<file path="config.mk">
export PLATFORM = sky130hd
export DESIGN_NAME = max7219_display_ctrl_flat
export DESIGN_NICKNAME = d
export VERILOG_FILES = /design/src/rtl/max7219_display_ctrl_pkg.sv /design/src/rtl/max7219_display_ctrl_if.sv /design/src/rtl/max7219_display_ctrl_spi_tx.sv /design/src/rtl/max7219_display_ctrl.sv /design/src/flat_wrapper.sv
export SDC_FILE = /design/constraint.sdc
export NUM_CORES = 1
export LEC_CHECK = 0
export ABC_AREA = 0
export CAP_MARGIN = 20
export CORE_MARGIN = 2
export CORE_UTILIZATION = 60
export DETAILED_ROUTE_END_ITERATION = 10
export GPL_ROUTABILITY_DRIVEN = 1
export PLACE_DENSITY = 0.86
export SYNTH_ARGS = -nofsm -noshare
export SYNTH_HDL_FRONTEND = slang
export SYNTH_SLANG_ARGS = --single-unit
</file>
<file path="constraint.sdc">
create_clock -name i_clk -period 7.1 [get_ports i_clk]
set_clock_uncertainty 0.05 [all_clocks]
set_input_delay 2.13 -clock i_clk [delete_from_list [all_inputs] [get_ports i_clk]]
set_output_delay 2.13 -clock i_clk [all_outputs]
set_load 0.01 [all_outputs]
</file>
<file path="src/rtl/max7219_display_ctrl_pkg.sv">
// Register map, controller states and word packing for the MAX7219 display controller.
package max7219_display_ctrl_pkg;
  localparam logic [3:0] ADDR_DIGIT0       = 4'h1;
  localparam logic [3:0] ADDR_DECODE       = 4'h9;
  localparam logic [3:0] ADDR_INTENSITY    = 4'hA;
  localparam logic [3:0] ADDR_SCAN_LIMIT   = 4'hB;
  localparam logic [3:0] ADDR_SHUTDOWN     = 4'hC;
  localparam logic [3:0] ADDR_DISPLAY_TEST = 4'hF;

  localparam int unsigned FRAME_HALVES = 34;
  localparam int unsigned NUM_INIT     = 5;
  localparam int unsigned NUM_DIGITS   = 8;

  typedef enum logic [1:0] {ST_INIT, ST_IDLE, ST_INTENS, ST_DIGITS} ctrl_state_t;

  function automatic logic [15:0] make_word(input logic [3:0] addr, input logic [7:0] data);
    return {4'h0, addr, data};
  endfunction
endpackage

</file>
<file path="src/rtl/max7219_display_ctrl_if.sv">
// Host-side request/status signals and the MAX7219 serial pins.
interface max7219_display_ctrl_if;
  logic        i_refresh;
  logic [63:0] i_digits;
  logic [3:0]  i_intensity;
  logic        o_busy;
  logic        o_init_done;
  logic        o_serial_din;
  logic        o_serial_load;
  logic        o_serial_clk;

  modport master (output i_refresh, i_digits, i_intensity,
                  input  o_busy, o_init_done, o_serial_din, o_serial_load, o_serial_clk);
  modport slave  (input  i_refresh, i_digits, i_intensity,
                  output o_busy, o_init_done, o_serial_din, o_serial_load, o_serial_clk);
endinterface

</file>
<file path="src/rtl/max7219_display_ctrl_spi_tx.sv">
// Serialises one 16-bit MAX7219 word: 16 clocked bits, LOAD rise, then a LOAD-high gap.
module max7219_spi_tx
  import max7219_display_ctrl_pkg::*;
#(
  parameter int unsigned CLK_DIV = 4
) (
  input  logic        i_clk,
  input  logic        i_reset_n,
  input  logic        i_start,
  input  logic [15:0] i_word,
  output logic        o_active,
  output logic        o_done,
  output logic        o_serial_din,
  output logic        o_serial_load,
  output logic        o_serial_clk
);
  localparam int unsigned     DIV_W      = (CLK_DIV > 1) ? $clog2(CLK_DIV) : 1;
  localparam logic [DIV_W-1:0] DIV_LAST  = DIV_W'(CLK_DIV - 1);
  localparam logic [5:0]      HALF_TAIL  = 6'(FRAME_HALVES - 2);
  localparam logic [5:0]      HALF_GAP   = 6'(FRAME_HALVES - 1);

  logic [DIV_W-1:0] r_div;
  logic [5:0]       r_half;
  logic [15:0]      r_shift;
  logic             r_active, r_din, r_load, r_sclk;
  logic             w_half_end, w_done;
  logic [5:0]       w_half_nxt;

  assign w_half_end = r_active && (r_div == DIV_LAST);
  assign w_done     = w_half_end && (r_half == HALF_GAP);
  assign w_half_nxt = r_half + 6'd1;

  // Half-period index: even = SCLK low, odd = SCLK high; then tail-low and LOAD-high gap.
  always_ff @(posedge i_clk or negedge i_reset_n) begin
    if (!i_reset_n) begin
      r_active <= 1'b0;
      r_div    <= '0;
      r_half   <= '0;
      r_shift  <= '0;
      r_din    <= 1'b0;
      r_load   <= 1'b1;
      r_sclk   <= 1'b0;
    end else if (i_start && (!r_active || w_done)) begin
      r_active <= 1'b1;
      r_div    <= '0;
      r_half   <= '0;
      r_shift  <= i_word;
      r_din    <= i_word[15];
      r_load   <= 1'b0;
      r_sclk   <= 1'b0;
    end else if (w_done) begin
      r_active <= 1'b0;
      r_din    <= 1'b0;
    end else if (r_active) begin
      r_div <= w_half_end ? '0 : r_div + DIV_W'(1);
      if (w_half_end) begin
        r_half <= w_half_nxt;
        if (w_half_nxt == HALF_GAP) begin
          r_load <= 1'b1;
        end else if (w_half_nxt == HALF_TAIL) begin
          r_sclk <= 1'b0;
        end else begin
          r_sclk <= w_half_nxt[0];
          if (!w_half_nxt[0]) begin
            r_din   <= r_shift[14];
            r_shift <= {r_shift[14:0], 1'b0};
          end
        end
      end
    end
  end

  assign o_active      = r_active;
  assign o_done        = w_done;
  assign o_serial_din  = r_din;
  assign o_serial_load = r_load;
  assign o_serial_clk  = r_sclk;
endmodule

</file>
<file path="src/rtl/max7219_display_ctrl.sv">
// MAX7219 sequencer: config words after reset, then all eight digits on each refresh.
//   state  | meaning
//   INIT   | sending the five configuration words
//   IDLE   | waiting for a refresh request
//   INTENS | intensity word in flight ahead of the digits
//   DIGITS | digit words 0..7 in flight
module max7219_display_ctrl
  import max7219_display_ctrl_pkg::*;
#(
  parameter int unsigned CLK_DIV     = 4,
  parameter logic [7:0]  DECODE_MASK = 8'hFF,
  parameter logic [2:0]  SCAN_LIMIT  = 3'd7
) (
  input  logic                   i_clk,
  input  logic                   i_reset_n,
  max7219_display_ctrl_if.slave  bus
);
  ctrl_state_t r_state, w_state_nxt;
  logic [2:0]  r_idx, w_idx_nxt, w_idx_inc;
  logic [63:0] r_digits;
  logic [3:0]  r_last_int;
  logic        r_pending, r_init_done;
  logic        w_start, w_accept, w_seq_end, w_req, w_int_wr;
  logic [15:0] w_word;
  logic        w_tx_active, w_tx_done, w_tx_load;

  function automatic logic [15:0] init_word(input logic [2:0] idx, input logic [3:0] intensity);
    case (idx)
      3'd0:    return make_word(ADDR_DISPLAY_TEST, 8'h00);
      3'd1:    return make_word(ADDR_SCAN_LIMIT, {5'd0, SCAN_LIMIT});
      3'd2:    return make_word(ADDR_DECODE, DECODE_MASK);
      3'd3:    return make_word(ADDR_INTENSITY, {4'h0, intensity});
      default: return make_word(ADDR_SHUTDOWN, 8'h01);
    endcase
  endfunction

  assign w_idx_inc = r_idx + 3'd1;
  assign w_req     = r_pending | bus.i_refresh;
  assign w_int_wr  = w_start && (w_word[11:8] == ADDR_INTENSITY);

  always_comb begin
    w_state_nxt = r_state;
    w_idx_nxt   = r_idx;
    w_start     = 1'b0;
    w_word      = '0;
    w_accept    = 1'b0;
    w_seq_end   = 1'b0;
    case (r_state)
      ST_INIT: begin
        if (!w_tx_active) begin
          w_start = 1'b1;
          w_word  = init_word(3'd0, bus.i_intensity);
        end else if (w_tx_done) begin
          if (r_idx == 3'(NUM_INIT - 1)) begin
            w_seq_end = 1'b1;
          end else begin
            w_start   = 1'b1;
            w_idx_nxt = w_idx_inc;
            w_word    = init_word(w_idx_inc, bus.i_intensity);
          end
        end
      end
      ST_IDLE: w_seq_end = 1'b1;
      ST_INTENS: begin
        if (w_tx_done) begin
          w_start     = 1'b1;
          w_word      = make_word(ADDR_DIGIT0, r_digits[7:0]);
          w_state_nxt = ST_DIGITS;
          w_idx_nxt   = '0;
        end
      end
      ST_DIGITS: begin
        if (w_tx_done) begin
          if (r_idx == 3'(NUM_DIGITS - 1)) begin
            w_seq_end = 1'b1;
          end else begin
            w_start   = 1'b1;
            w_idx_nxt = w_idx_inc;
            w_word    = make_word(ADDR_DIGIT0 + {1'b0, w_idx_inc}, r_digits[{w_idx_inc, 3'b000} +: 8]);
          end
        end
      end
      default: w_state_nxt = ST_INIT;
    endcase

    // A finished sequence chains straight into a waiting request, reading live inputs.
    if (w_seq_end) begin
      w_state_nxt = ST_IDLE;
      w_idx_nxt   = '0;
      if (w_req) begin
        w_accept = 1'b1;
        w_start  = 1'b1;
        if (bus.i_intensity != r_last_int) begin
          w_word      = make_word(ADDR_INTENSITY, {4'h0, bus.i_intensity});
          w_state_nxt = ST_INTENS;
        end else begin
          w_word      = make_word(ADDR_DIGIT0, bus.i_digits[7:0]);
          w_state_nxt = ST_DIGITS;
        end
      end
    end
  end

  always_ff @(posedge i_clk or negedge i_reset_n) begin
    if (!i_reset_n) begin
      r_state     <= ST_INIT;
      r_idx       <= '0;
      r_digits    <= '0;
      r_last_int  <= '0;
      r_pending   <= 1'b0;
      r_init_done <= 1'b0;
    end else begin
      r_state   <= w_state_nxt;
      r_idx     <= w_idx_nxt;
      r_pending <= w_accept ? 1'b0 : (r_pending | bus.i_refresh);
      if (w_accept) r_digits <= bus.i_digits;
      if (w_int_wr) r_last_int <= w_word[3:0];
      if ((r_state == ST_INIT) && (r_idx == 3'(NUM_INIT - 1)) && w_tx_active && w_tx_load)
        r_init_done <= 1'b1;
    end
  end

  max7219_spi_tx #(.CLK_DIV(CLK_DIV)) u_tx (
    .i_clk         (i_clk),
    .i_reset_n     (i_reset_n),
    .i_start       (w_start),
    .i_word        (w_word),
    .o_active      (w_tx_active),
    .o_done        (w_tx_done),
    .o_serial_din  (bus.o_serial_din),
    .o_serial_load (w_tx_load),
    .o_serial_clk  (bus.o_serial_clk)
  );

  assign bus.o_serial_load = w_tx_load;
  assign bus.o_busy        = (r_state != ST_IDLE);
  assign bus.o_init_done   = r_init_done;
endmodule
</file>
<file path="src/flat_wrapper.sv">
// flat-port wrapper written by rule: the top's interface ports become plain ports
module max7219_display_ctrl_flat import max7219_display_ctrl_pkg::*;
#(
  parameter int unsigned CLK_DIV     = 4,
  parameter logic [7:0]  DECODE_MASK = 8'hFF,
  parameter logic [2:0]  SCAN_LIMIT  = 3'd7
)
  (i_clk, i_reset_n, bus_i_refresh, bus_i_digits, bus_i_intensity, bus_o_busy, bus_o_init_done, bus_o_serial_din, bus_o_serial_load, bus_o_serial_clk);
  max7219_display_ctrl_if bus_i ();
  input  logic i_clk;
  input  logic i_reset_n;
  input wire logic [$bits(bus_i.i_refresh)-1:0] bus_i_refresh;
  input wire logic [$bits(bus_i.i_digits)-1:0] bus_i_digits;
  input wire logic [$bits(bus_i.i_intensity)-1:0] bus_i_intensity;
  output wire logic [$bits(bus_i.o_busy)-1:0] bus_o_busy;
  output wire logic [$bits(bus_i.o_init_done)-1:0] bus_o_init_done;
  output wire logic [$bits(bus_i.o_serial_din)-1:0] bus_o_serial_din;
  output wire logic [$bits(bus_i.o_serial_load)-1:0] bus_o_serial_load;
  output wire logic [$bits(bus_i.o_serial_clk)-1:0] bus_o_serial_clk;
  assign bus_i.i_refresh = bus_i_refresh;
  assign bus_i.i_digits = bus_i_digits;
  assign bus_i.i_intensity = bus_i_intensity;
  assign bus_o_busy = bus_i.o_busy;
  assign bus_o_init_done = bus_i.o_init_done;
  assign bus_o_serial_din = bus_i.o_serial_din;
  assign bus_o_serial_load = bus_i.o_serial_load;
  assign bus_o_serial_clk = bus_i.o_serial_clk;
  max7219_display_ctrl #(.CLK_DIV(CLK_DIV), .DECODE_MASK(DECODE_MASK), .SCAN_LIMIT(SCAN_LIMIT)) u_core (.i_clk(i_clk), .i_reset_n(i_reset_n), .bus(bus_i));
endmodule
</file>
==> Yosys cells after proc, flatten, opt, wreduce, memory -nomap -nowiden <==
Index checks and enable logic that the tools add are counted.
{ "op_classes": {"n_mux": 77, "shift": 1, "bitwise_logic": 1, "n_eq_ne": 28, "add_sub_neg": 4, "reduce_logical": 28} }
{ "op_table": {"columns": ["operator", "count"], "rows": [
  ["15-bit 2-to-1 mux", 7],
  ["16-bit 2-to-1 mux", 6],
  ["64-bit by 7-bit variable part select with 8-bit output", 1],
  ["16-bit case mux with 3 select lines", 1],
  ["11-bit case mux with 4 select lines", 1],
  ["1-bit 2-to-1 mux", 37],
  ["12-bit 2-to-1 mux", 2],
  ["6-bit 2-to-1 mux", 4],
  ["3-bit 2-to-1 mux", 7],
  ["3-bit by 2-bit != test with 1-bit output, second input constant", 7],
  ["6-bit equality test, second input constant", 3],
  ["2-bit 2-to-1 mux", 8],
  ["2-bit nonzero test", 6],
  ["9-bit 2-to-1 mux", 1],
  ["3-bit case mux with 3 select lines", 1],
  ["4-bit AND reduction", 2],
  ["1-bit logical AND", 7],
  ["7-bit AND reduction", 1],
  ["6-bit by 1-bit adder with 6-bit output, second input constant", 1],
  ["2-bit equality test, second input constant", 3],
  ["3-bit by 2-bit equality test with 1-bit output, second input constant", 2],
  ["3-bit equality test, second input constant", 2],
  ["2-bit by 1-bit != test with 1-bit output, second input constant", 3],
  ["3-bit != test, second input constant", 2],
  ["other kinds (20)", 24]
]} }
{ "word_totals": {"out_inout_bits": 5, "ff_bits": 102, "elab_cells": 152} }

==> Longest topological paths before layout <==
{ "depth": {"depth_word": 11, "mapped_depth": 11} }

==> Cells and area by module <==
A second synthesis with hierarchy kept.
{ "unflattened": {"cells_unflattened": 477, "area_unflattened_um2": 5689.2} }
{ "by_module_without_submodules": {"columns": ["mod", "area_each_um2", "n_inst", "cells_per_inst"], "rows": [
  ["max7219_display_ctrl", 4063.9, 1, 317],
  ["max7219_spi_tx", 1625.3, 1, 160]
]} }

==> Worst setup path after synthesis <==
OpenSTA, ideal clock, no wires.
{ "synth_timing": {"path_kind": "in2reg", "startpoint": "input port bus_i_intensity[1]", "endpoint": "register u_core.u_tx.r_shift[1]", "t_arrival_ns": 3.535, "path_buffers": 1, "stages": 6, "slack_ns": 3.389, "setup_time_ns": 0.126, "path_cell_list": "xor2_1 nor4_1 buf_2 mux2i_1 o22ai_1 a221o_1"} }
{ "synth_via": {"elab_chain_len": 8, "elab_cells_between_ends": 10} }
{ "synth_lines": {"columns": ["element", "line_no", "rtl"], "rows": [
  ["from (decl)", "flat_wrapper.sv:14", "input wire logic [$bits(bus_i.i_intensity)-1:0] bus_i_intensity;"],
  ["11-bit case mux with 4 select lines", "max7219_display_ctrl.sv:28", "case (idx)"],
  ["16-bit 2-to-1 mux", "max7219_display_ctrl.sv:54", "if (r_idx == 3'(NUM_INIT - 1)) begin"],
  ["16-bit 2-to-1 mux", "max7219_display_ctrl.sv:53", "end else if (w_tx_done) begin"],
  ["16-bit 2-to-1 mux", "max7219_display_ctrl.sv:50", "if (!w_tx_active) begin"],
  ["16-bit case mux with 3 select lines", "max7219_display_ctrl.sv:48", "case (r_state)"],
  ["16-bit 2-to-1 mux", "max7219_display_ctrl.sv:90", "if (w_req) begin"],
  ["16-bit 2-to-1 mux *", "max7219_display_ctrl.sv:87", "if (w_seq_end) begin"],
  ["15-bit 2-to-1 mux *", "max7219_display_ctrl_spi_tx.sv:43", "end else if (i_start && (!r_active || w_done)) begin"],
  ["to (signal assigned)", "max7219_display_ctrl_spi_tx.sv:47", "r_shift <= i_word;"],
  ["to (signal assigned)", "max7219_display_ctrl_spi_tx.sv:66", "r_shift <= {r_shift[14:0], 1'b0};"],
  ["to (decl)", "max7219_display_ctrl_spi_tx.sv:24", "logic [15:0] r_shift;"]
]} }
Every way passes the cells marked *; elsewhere a longest branch is shown, timed or not.
A chain may end at the register's enable or synchronous reset.

==> Worst setup path after layout <==
{ "layout_timing": {"startpoint": "input port bus_i_refresh", "endpoint": "register u_core.r_last_int[0]"} }
{ "layout_via": {"elab_chain_len": 5, "elab_cells_between_ends": 7} }
{ "layout_lines": {"columns": ["element", "line_no", "rtl"], "rows": [
  ["from (decl)", "flat_wrapper.sv:12", "input wire logic [$bits(bus_i.i_refresh)-1:0] bus_i_refresh;"],
  ["1-bit OR *", "max7219_display_ctrl.sv:38", "assign w_req = r_pending | bus.i_refresh;"],
  ["16-bit 2-to-1 mux", "max7219_display_ctrl.sv:90", null],
  ["16-bit 2-to-1 mux", "max7219_display_ctrl.sv:87", null],
  ["4-bit equality test", "max7219_display_ctrl.sv:39", "assign w_int_wr = w_start && (w_word[11:8] == ADDR_INTENSITY);"],
  ["1-bit logical AND", "max7219_display_ctrl.sv:39", null],
  ["to (signal assigned)", "max7219_display_ctrl.sv:117", "if (w_int_wr) r_last_int <= w_word[3:0];"],
  ["to (decl)", "max7219_display_ctrl.sv:21", "logic [3:0] r_last_int;"]
]} }
Marks and branches as above.

==> results.md <==
- Worst reg2reg path endpoint: u_core.u_tx.r_shift[1]
- DRT Pass-1 Iters: 5
- Number of synthesized flops with an enable pin: 0
- Setup tns final: 0 ns
- Final total power: 1.07 mW
- Seq cells post-synth: roughly 100
- Synth Flop Type: dfrtp_1
- Worst setup EP type: register
- Critical path origin: bus_i_refresh
- Largest net degree at the start of global routing: 72
- CTS Sinks: 102
- Normalized max-slew margin: 0.341
- Top-area cell type share of the netlist area: 0.457
- Buf+Inv Stages, Crit Path: 1
- Cts bufs inserted: 9
- Worst Path Required: 7.33 ns
- Post-CTS sizing: 0
- Number of diodes: 0
- Critical Path Max Stage Delay: 0.57 ns
- Initial antenna violation count: 0
- RR Startpoint: u_core.r_idx[0]
- Vias per inst: 6.00
- RSZ-0062 raised after global routing: false
- Most frequent cell after synthesis: nand2_1
- Status: finished, final reports clean
- PD cells: 164 mW/mm^2
- Routed vias: between 4000 and 5000
- Worst R2R Path Depth: 8
- Worst-path clk slew: 0.11 ns
- Max-Cap Viols: 0
- GR Util All Layers: 0.269
- Finished Layout Cells: 747
- Slowest cell on the critical path: or2_2
- Commonest cells in the netlist: 206 x nand2_1, 101 x dfrtp_1, 28 x mux2i_1, 21 x buf_2, 17 x ha_1
- H-tree depth: 3
- Leading area contributor after synthesis: dfrtp_1
- Total congestion overflow: 0
- Place WS: 2.55 ns
- P&R area growth vs syn: 17.5%
- WL per Instance: 17.2 um
- Unique masters post-synth: 64
- Final setup viols: 0
- Die Y: 100 um
- CTS tree: done
- Worst-path cell chain: clkdlybuf4s50_1 > nor2_1 > or2_0 > or2_2 > a21oi_2 > nor3_4 > mux2_4
- Area of the multi-input gates: 0.00277 mm^2
- Arrival @ worst endpoint: 4.37 ns
- Crit start category: input port
- I/O pin cnt: 76
- Synth Instances: 573
- Seq/Total Area, Yosys: 0.461
- CTS Buffer Depth: 2
- Period utilization: 0.584
- Crit path to: u_core.r_last_int[0]
- Reg area: 0.00255 mm^2
- Max Slew Vio Count: 0
- Post-synth ARST share: 1.00
- 1st-iter DRT viols: 332
- Fin crit period: just over 4 ns
- Global-route wire length before repair: around 21000 um
- Worst slew pin tran: between 0.9 and 1 ns
- Worst hold slack: 0.432 ns
- LEAKAGE: just over 3 nW
- Core Footprint: 0.00911 mm^2
- Die area: 0.0100 mm^2
- Cell area after synthesis: approximately 0.0055 mm^2
- DRC Markers: 0
- Final net count: 719
- Fin util: 0.714
- Family with the most delay on the worst path: simple AND/OR/NAND/NOR gates
- Crit-path max FO: 32
- Synth Warn #: 0
- Gpl congestion: around 1
- CP Depth: 7
- Port bufs: between 70 and 80
- Clk_lat worst skew: between 0.3 and 0.4 ns
- DRT Wirelength: 12800 um
- Inst Count DP: 731
- Post-DP HPWL: 9160 um
- Share of cells above drive strength 1: 0.0959
- Maximum vdd ir drop: between 0.09 and 0.1 mV
- Clock Tree Root: clkbuf_8
- Synthesized Nets: about 660
- Number of global-route vias before repair: 4345
- Fmax: about 240 MHz
- Final Cell Area: between 0.006 and 0.007 mm^2
- Worst min path class: reg2reg
- Syn avg cell area: 9.66 um^2
- Antenna-violating nets left: 0
- Post-CTS setup repair buffer count: 0
- FF-to-FF setup slack: 3.47 ns
- Fillers: 657
- Crit path kind: in2reg
- Initial Util: 0.608
- Row cnt: 35
- Chip Width: around 100 um
- Area contributors post-synth: dfrtp_1 46%, nand2_1 14%, mux4_2 6.5%
- CTS Hold Bufs: 0
- Setup slack after layout: 2.95 ns
- Hold Violations, Final: 0
- Placed inst area: 0.00631 mm^2
-- routing by layer --
metal,vias to the layer above,track usage,share of wire
li1,2083,-,-
met1,2188,0.367,0.42
met2,179,0.432,0.49
met3,29,0.0494,0.064
met4,0,0.106,0.022
met5,-,0,0
-- cell type report --
cell class,count,area share
Inverter,15,0.00866
Tap cell,111,0.0214
Clock buffer,9,0.0190
Clock inverter,7,0.0112
Sequential cell,102,0.393
Multi-Input combinational cell,423,0.426
Timing Repair Buffer,80,0.121
-- flip-flops by register name, indices dropped and copies added (netlist names), 2 cells and up --
| register | flops |
|---|---|
| u_core.r_last_int | 4 |
| u_core.r_idx | 3 |
| u_core.u_tx.r_half | 6 |
| u_core.r_digits | 64 |
| u_core.u_tx.r_shift | 15 |
| u_core.r_state | 2 |
| u_core.u_tx.r_div | 2 |
-- how the worst min path moves through the flow --
stage,startpoint,to,depth (start not counted)
after global routing,u_core.bus.o_init_done,u_core.bus.o_init_done,1
final,u_core.r_digits[23],u_core.r_digits[23],2
after global placement,u_core.bus.o_init_done,u_core.bus.o_init_done,1
after floorplan,u_core.r_digits[24],u_core.r_digits[24],2
after CTS,u_core.r_digits[23],u_core.r_digits[23],2
after detailed placement,u_core.r_digits[45],u_core.r_digits[45],2
-- report_power, final --
group / switching, mW / internal (mW)
Sequential: 0.0117 / 0.600
Combinational: 0.0359 / 0.0522
Clock: 0.230 / 0.139
Total: 0.277 / 0.791
-- tightest hold or removal path, cell delays in order, from the launching register on --
cell and delay (ns):
dfrtp_1 0.35, nand2_1 0.05, nand2_1 0.05
-- cells by family after synthesis --
| kind of cell | share of synthesized area |
|---|---|
| AND/OR/NAND/NOR | 0.201 |
| flip-flops | 0.461 |
| AO/OA/AOI/OAI | 0.122 |
| buffers and inverters | 0.0400 |
| multiplexers | 0.123 |
| adder cells (fa/ha/maj) | 0.0384 |
| XOR/XNOR | 0.0142 |
-- cell usage in the layout, fill, tap and decap left out, types with 3 or more instances in the layout --
cell	count
a211o_1	3
a211oi_1	5
a21oi_1	9
a21oi_2	3
a22o_1	4
a22oi_1	9
a32o_1	6
and3_1	3
buf_4	6
clkbuf_8	9
clkdlybuf4s50_1	74
dfrtp_1	101
ha_1	17
inv_1	15
mux2i_1	28
mux4_2	16
nand2_1	206
nand2b_1	5
nand3_1	7
nor2_1	15
nor2b_1	5
o21ai_0	15
o21ai_1	4
o22a_1	7
o22ai_1	7
xor2_1	8
Note: power is estimated with default switching activity, not from simulation.
